--- config.mk ---
export PLATFORM = sky130hd
export DESIGN_NAME = imm_extend_pipe
export DESIGN_NICKNAME = d
export VERILOG_FILES = /design/src/rtl/imm_extend_pipe.sv
export SDC_FILE = /design/constraint.sdc
export NUM_CORES = 1
export LEC_CHECK = 0
export ABC_AREA = 1
export CELL_PAD_IN_SITES_DETAIL_PLACEMENT = 0
export CELL_PAD_IN_SITES_GLOBAL_PLACEMENT = 1
export CORE_ASPECT_RATIO = 1.75
export CORE_MARGIN = 4
export CORE_UTILIZATION = 38
export CTS_CLUSTER_SIZE = 14
export DETAILED_ROUTE_END_ITERATION = 16
export PLACE_DENSITY = 0.76
export SLEW_MARGIN = 10
export SYNTH_ARGS = -nofsm -noshare
export SYNTH_HDL_FRONTEND = slang
export SYNTH_SLANG_ARGS = --single-unit
export TNS_END_PERCENT = 20
--- constraint.sdc ---
create_clock -name clk -period 1.9 [get_ports clk]
set_clock_uncertainty 0.2 [all_clocks]
set_input_delay 0.38 -clock clk [delete_from_list [all_inputs] [get_ports clk]]
set_output_delay 0.38 -clock clk [all_outputs]
set_load 0.02 [all_outputs]
--- src/rtl/imm_extend_pipe.sv ---
// rtl/imm_extend_pipe.sv - immediate extender (sign/zero/upper/branch) behind a 2-entry valid/ready buffer
module imm_extend_pipe #(
    parameter int IN_W  = 16,
    parameter int OUT_W = 32
) (
    input  logic             clk,
    input  logic             reset_n,
    input  logic [IN_W-1:0]  Instr,
    input  logic [1:0]       ExtMode,
    input  logic             InValid,
    output logic             InReady,
    output logic [OUT_W-1:0] SignImm,
    output logic             OutValid,
    input  logic             OutReady
);

    logic [OUT_W-1:0] w_sext;
    logic [OUT_W-1:0] w_ext;
    logic             w_push;
    logic             w_pop;

    logic [OUT_W-1:0] r_mem [2];
    logic             r_head;
    logic             r_tail;
    logic [1:0]       r_count;

    assign w_sext = {{(OUT_W-IN_W){Instr[IN_W-1]}}, Instr};

    always_comb begin
        w_ext = '0;
        case (ExtMode)
            2'b00:   w_ext = w_sext;
            2'b01:   w_ext = {{(OUT_W-IN_W){1'b0}}, Instr};
            2'b10:   w_ext = {Instr, {(OUT_W-IN_W){1'b0}}};
            default: w_ext = {w_sext[OUT_W-3:0], 2'b00};
        endcase
    end

    // Readiness comes from registered occupancy only, so no ready path runs through the block.
    assign InReady  = reset_n && (r_count < 2'd2);
    assign OutValid = (r_count != 2'd0);
    assign SignImm  = OutValid ? r_mem[r_head] : '0;

    assign w_push = InValid && InReady;
    assign w_pop  = OutValid && OutReady;

    always_ff @(posedge clk or negedge reset_n) begin
        if (!reset_n) begin
            r_mem[0] <= '0;
            r_mem[1] <= '0;
            r_head   <= 1'b0;
            r_tail   <= 1'b0;
            r_count  <= 2'd0;
        end else begin
            if (w_push) begin
                r_mem[r_tail] <= w_ext;
                r_tail        <= ~r_tail;
            end
            if (w_pop) begin
                r_head <= ~r_head;
            end
            case ({w_push, w_pop})
                2'b10:   r_count <= r_count + 2'd1;
                2'b01:   r_count <= r_count - 2'd1;
                default: r_count <= r_count;
            endcase
        end
    end

endmodule

Word-level counts from Yosys, hierarchy flattened
Cells that the tools add are included.
{"block": "totals", "out_inout_bits": 34, "word_cells": 35, "ff_bits": 68}
{"block": "classes", "eq_ne": 4, "bitwise_logic": 4, "magnitude_cmp": 4, "reduce_logical": 7, "n_mux": 9, "n_addsub": 2}
{"op": "$mux W32", "count": 5}
{"op": "$pmux W32 S3", "count": 1}
{"op": "$bwmux W64", "count": 1}
{"op": "$demux W32 S1", "count": 1}
{"op": "$eq A2 B1 Y1 const B", "count": 2}
{"op": "$eq A2 B2 Y1 const B", "count": 2}
{"op": "$ge A2 B2 Y1 const B", "count": 2}
{"op": "$logic_and A1 B1 Y1", "count": 4}
{"op": "$not A1 Y2", "count": 2}
{"op": "$pmux W2 S2", "count": 1}
{"op": "$reduce_bool A2 Y1", "count": 2}
{"op": "$add A2 B1 Y2 const B", "count": 1}
{"op": "$logic_not A2 Y1", "count": 1}
{"op": "$lt A2 B1 Y1 const B", "count": 1}
{"op": "$lt A2 B2 Y1 const B", "count": 1}
{"op": "$not A1 Y1", "count": 2}
{"op": "$sub A2 B1 Y2 const B", "count": 1}

Logic depth before layout (Yosys ltp)
{"block": "depth", "ltp_word": 6, "ltp_mapped": 7, "mapped_depth_nobuf": 7}

Worst setup path after synthesis
No wires, ideal clock.
{"block": "synth_path", "kind": "register to output", "from": "register r_head", "to": "output port SignImm[21]", "stages_incl_launch_ff": 7, "t_arrival_ns": 1.272, "setup_slack_ns": 0.048, "path_cell_list": "dfrtp_1 > buf_2 > inv_1 > buf_4 > buf_2 > nand2_1 > a21oi_1"}
{"block": "synth_between", "elab_chain_len": 5}
{"item": "start: declaration", "line": "23", "rtl": "logic r_head;"}
{"item": "start signal: assignment", "line": "60", "rtl": "r_head <= ~r_head;"}
{"item": "$not A1 Y2 (implied by the code)", "line": "42", "rtl": "assign SignImm = OutValid ? r_mem[r_head] : '0;"}
{"item": "$mux W32 (implied by the code) (3 in series)", "line": "42"}
{"item": "$mux W32", "line": "42"}
{"item": "end: declaration", "line": "12", "rtl": "output logic [OUT_W-1:0] SignImm,"}
Every way passes these cells. The select of a mux whose other input is x is not followed.

Worst setup path after layout
{"block": "layout_path", "from": "register r_head", "to": "output port SignImm[11]"}
Same word-level chain as after synthesis.

==> impl_results.md <==
- Largest net degree at the start of global routing: a little under 70
- DRT Wirelength: around 11000 um
- CP endpoint kind: primary output
- Design area: between 4000 and 5000 um^2
- Final worst path period share: 107%
- CP startpoint kind: flip-flop
- Crit Path Category: reg2out
- CTS max path bufs: 2
- GR Util met2: a little over a third
- Seq/Total Area, Yosys: 48.7%
- Clock Sink Count: 68
- Smallest hold slack: 0.193 ns
- GRT Residual Overflow: 0
- Max incr delay on CP: between 0.4 and 0.5 ns
- Psw: approximately 3.4 mW
- Tot GR Track Use: about a fifth
- Top_reg_cell synth: dfrtp_1
- Reg power frac: a little under a third
- Asr flop ratio synth: 100%
- Net count, final: roughly 590
- CTS buffer count: 9
- Finished Core Util: a little over half
- Die Ht: 135 um
- Setup total negative slack: -2.83 ns
- DR pass1 iterations: 4
- Worst IR Drop VDD: approximately 0.91 mV
- Initial antenna violation count: 1
- Worst Hold Class: in2async
- Clock latency on the worst-skew pair: about 0.33 ns
- Status: finished, violations left
- Met1 usage: between 20% and 30%
- Number of max-cap violations: 0
- Ys Warns: 0
- Final setup vio count: 33
- Detailed placer's ending HPWL: between 7000 and 8000 um
- Syn nets: between 500 and 600
- Core Area: roughly 9000 um^2
- Initial DRC count: 201
- Combinational power share: approximately half
- Number of global-route vias before repair: roughly 3.3k
- CP arrival: about 1.5 ns
- Max Fclk: 493 MHz
- Cell Area, Synth: ~3500 um^2
- RSZ-0062 raised after global routing: yes
- Die area: 10900 um^2
- Most frequent cells after synthesis: nand2_1 (275), dfrtp_1 (68), nand3_1 (47)
- H-tree Lvls: 3
- Minimum clock period: between 2 and 2.5 ns
- DRC viols: 0
- Final setup margin: -0.127 ns
- Dpl cell area: ~4400 um^2
- Met3 usage: 2.80%
- Mapped Cells: 493
- P_int: approximately 5.0 mW
- Starting Density: between 30% and 40%
- Rows: 46
- Crit-path slowest cell: dfrtp_2
- Ranking of synthesized cells by area: dfrtp_1 (49%), nand2_1 (30%), nand3_1 (6.7%)
- DR vias/cell: about 5.0
- Area Growth Syn to Fin: 38.3%
- Critical Path RT: 1.32 ns
- Synth Register Bits: 68
- Most frequent cell after synthesis: nand2_1
- Average wire per standard cell: 15.7 um
- Yosys cell types: 19
- CTS tree: yes
- CP Cell Sequence: clkinv_4, buf_12, nand2_2, a21oi_1, buf_4
- Post-synth top area share: between 40% and 50%
- Placement Setup Slack: -0.254 ns
- Global route hottest layer: met2
- DRT antenna net count: 0
- Total number of vias: around 3.4k
- First-pass GRT wire length: between 15000 and 20000 um
- Clock power frac: around a fifth
- Hold Violations, Final: 0
- Pleak: 2.49 nW
- N_diodes: 0
- Failing checks: negative setup slack
- CTS root buffer: clkbuf_16
- Worst slew pin tran: slightly below 0.9 ns
- I/O Buffers: 55
- Share of cells above drive strength 1: between 20 and 25%
- Largest area contributor in the netlist: dfrtp_1
- Hold Buf Count CTS: 0
- Routability Congestion: approximately 0.85
- CTS clock-pin slew for the worst setup and hold paths: 0.05 ns
- Post-route insts no fill: roughly 690
- Max Slew Vio Count: 0
- Worst-path fanout max: 11
- Number of flops mapped to enable cells by yosys: 0
- Sw Share: between 40% and 50%
- # IOs: 56
- DP Cell Count: ~670
- Final Power: 8.41 mW
- Die span in x: around 80 um
- Slew margin rel.: 40.4%
- Syn_area_per_cell: ~7 um^2
- Pwr dens: ~1700 nW/um^2
==> power by group through the flow <==
stage                     sequential (mW)  clock [mW]  combinational, mW
after floorplan                      2.40           0               2.14
after global placement               2.49           0               3.78
after detailed placement             2.51           0               3.81
after CTS                            2.52        1.61               4.06
after global routing                 2.63        1.66               4.68
final                                2.55        1.58               4.28
==> path summary, 6_finish.rpt <==
check / cells past startpoint / slack [ns] / endpoint / startpoint
max: 5 / -0.13 / SignImm[11] / r_head
min: 3 / 0.19 / r_count[0] / reset_n
max reg2reg: 8 / 0.12 / r_count[1] / r_count[0]
min reg2reg: 2 / 0.28 / r_mem[4] / r_mem[4]
max in group asynchronous: 3 / 0.67 / r_head / reset_n
min in group clk: 2 / 0.28 / r_mem[4] / r_mem[4]
==> registers in the layout, summed over array words and instances, names as in the netlist <==
name	count
r_mem	64
r_count	2
r_head	1
r_tail	1
==> logic make-up after synthesis <==
| logic type | after synthesis | synth area share, % |
|---|---|---|
| AOI/OAI and AO/OA | 42 | 6.01 |
| adders and majority gates | 1 | 0.358 |
| and+or+nand+nor | 333 | 38.1 |
| xor gates and xnor gates | 2 | 0.501 |
| DFF | 68 | 48.7 |
| buffers and inverters | 47 | 6.34 |
==> critical path, delay by kind of cell (launching register included) <==
| kind | cells | cell delay [ns] |
|---|---|---|
| buffers and inverters | 3 | 0.43 |
| and+or+nand+nor | 1 | 0.06 |
| DFF | 1 | 0.49 |
| AOI/OAI and AO/OA | 1 | 0.13 |
==> what timing repair did <==
item	in CTS	in global routing
pin swaps	2	3
hold endpoints to repair	0	0
endpoints found under the setup margin	34	33
gates cloned	3	0
gates resized for setup	181	39
buffers inserted	1	1
==> layout make-up <==
class                   count  area [um^2]
fillers                   923         4200
flip-flops and latches     68         1700
multi-input cells         378         1690
repair buffers             90          945
clock buffers              15          278
well taps                 120          150
inverters                  15         61.3
clock inverters             1         5.00
==> metal layers <==
metal / vias up / routed length, um
met3: 15 / 395
met2: 75 / 5920
met5: - / 0
li1: 1676 / -
met1: 1657 / 4290
met4: 0 / 196
==> cell usage in the layout, fill, tap and decap left out, drive strengths merged <==
cell	n
nand2	275
buf	70
dfrtp	68
nand3	48
a21oi	33
clkdlybuf4s50	20
clkbuf	15
inv	14
o21ai	9
nor2	8
clkinv	2
xnor2	1
xor2	1
or2	1
nand4	1
ha	1
Power figures use the tool's default switching activity.
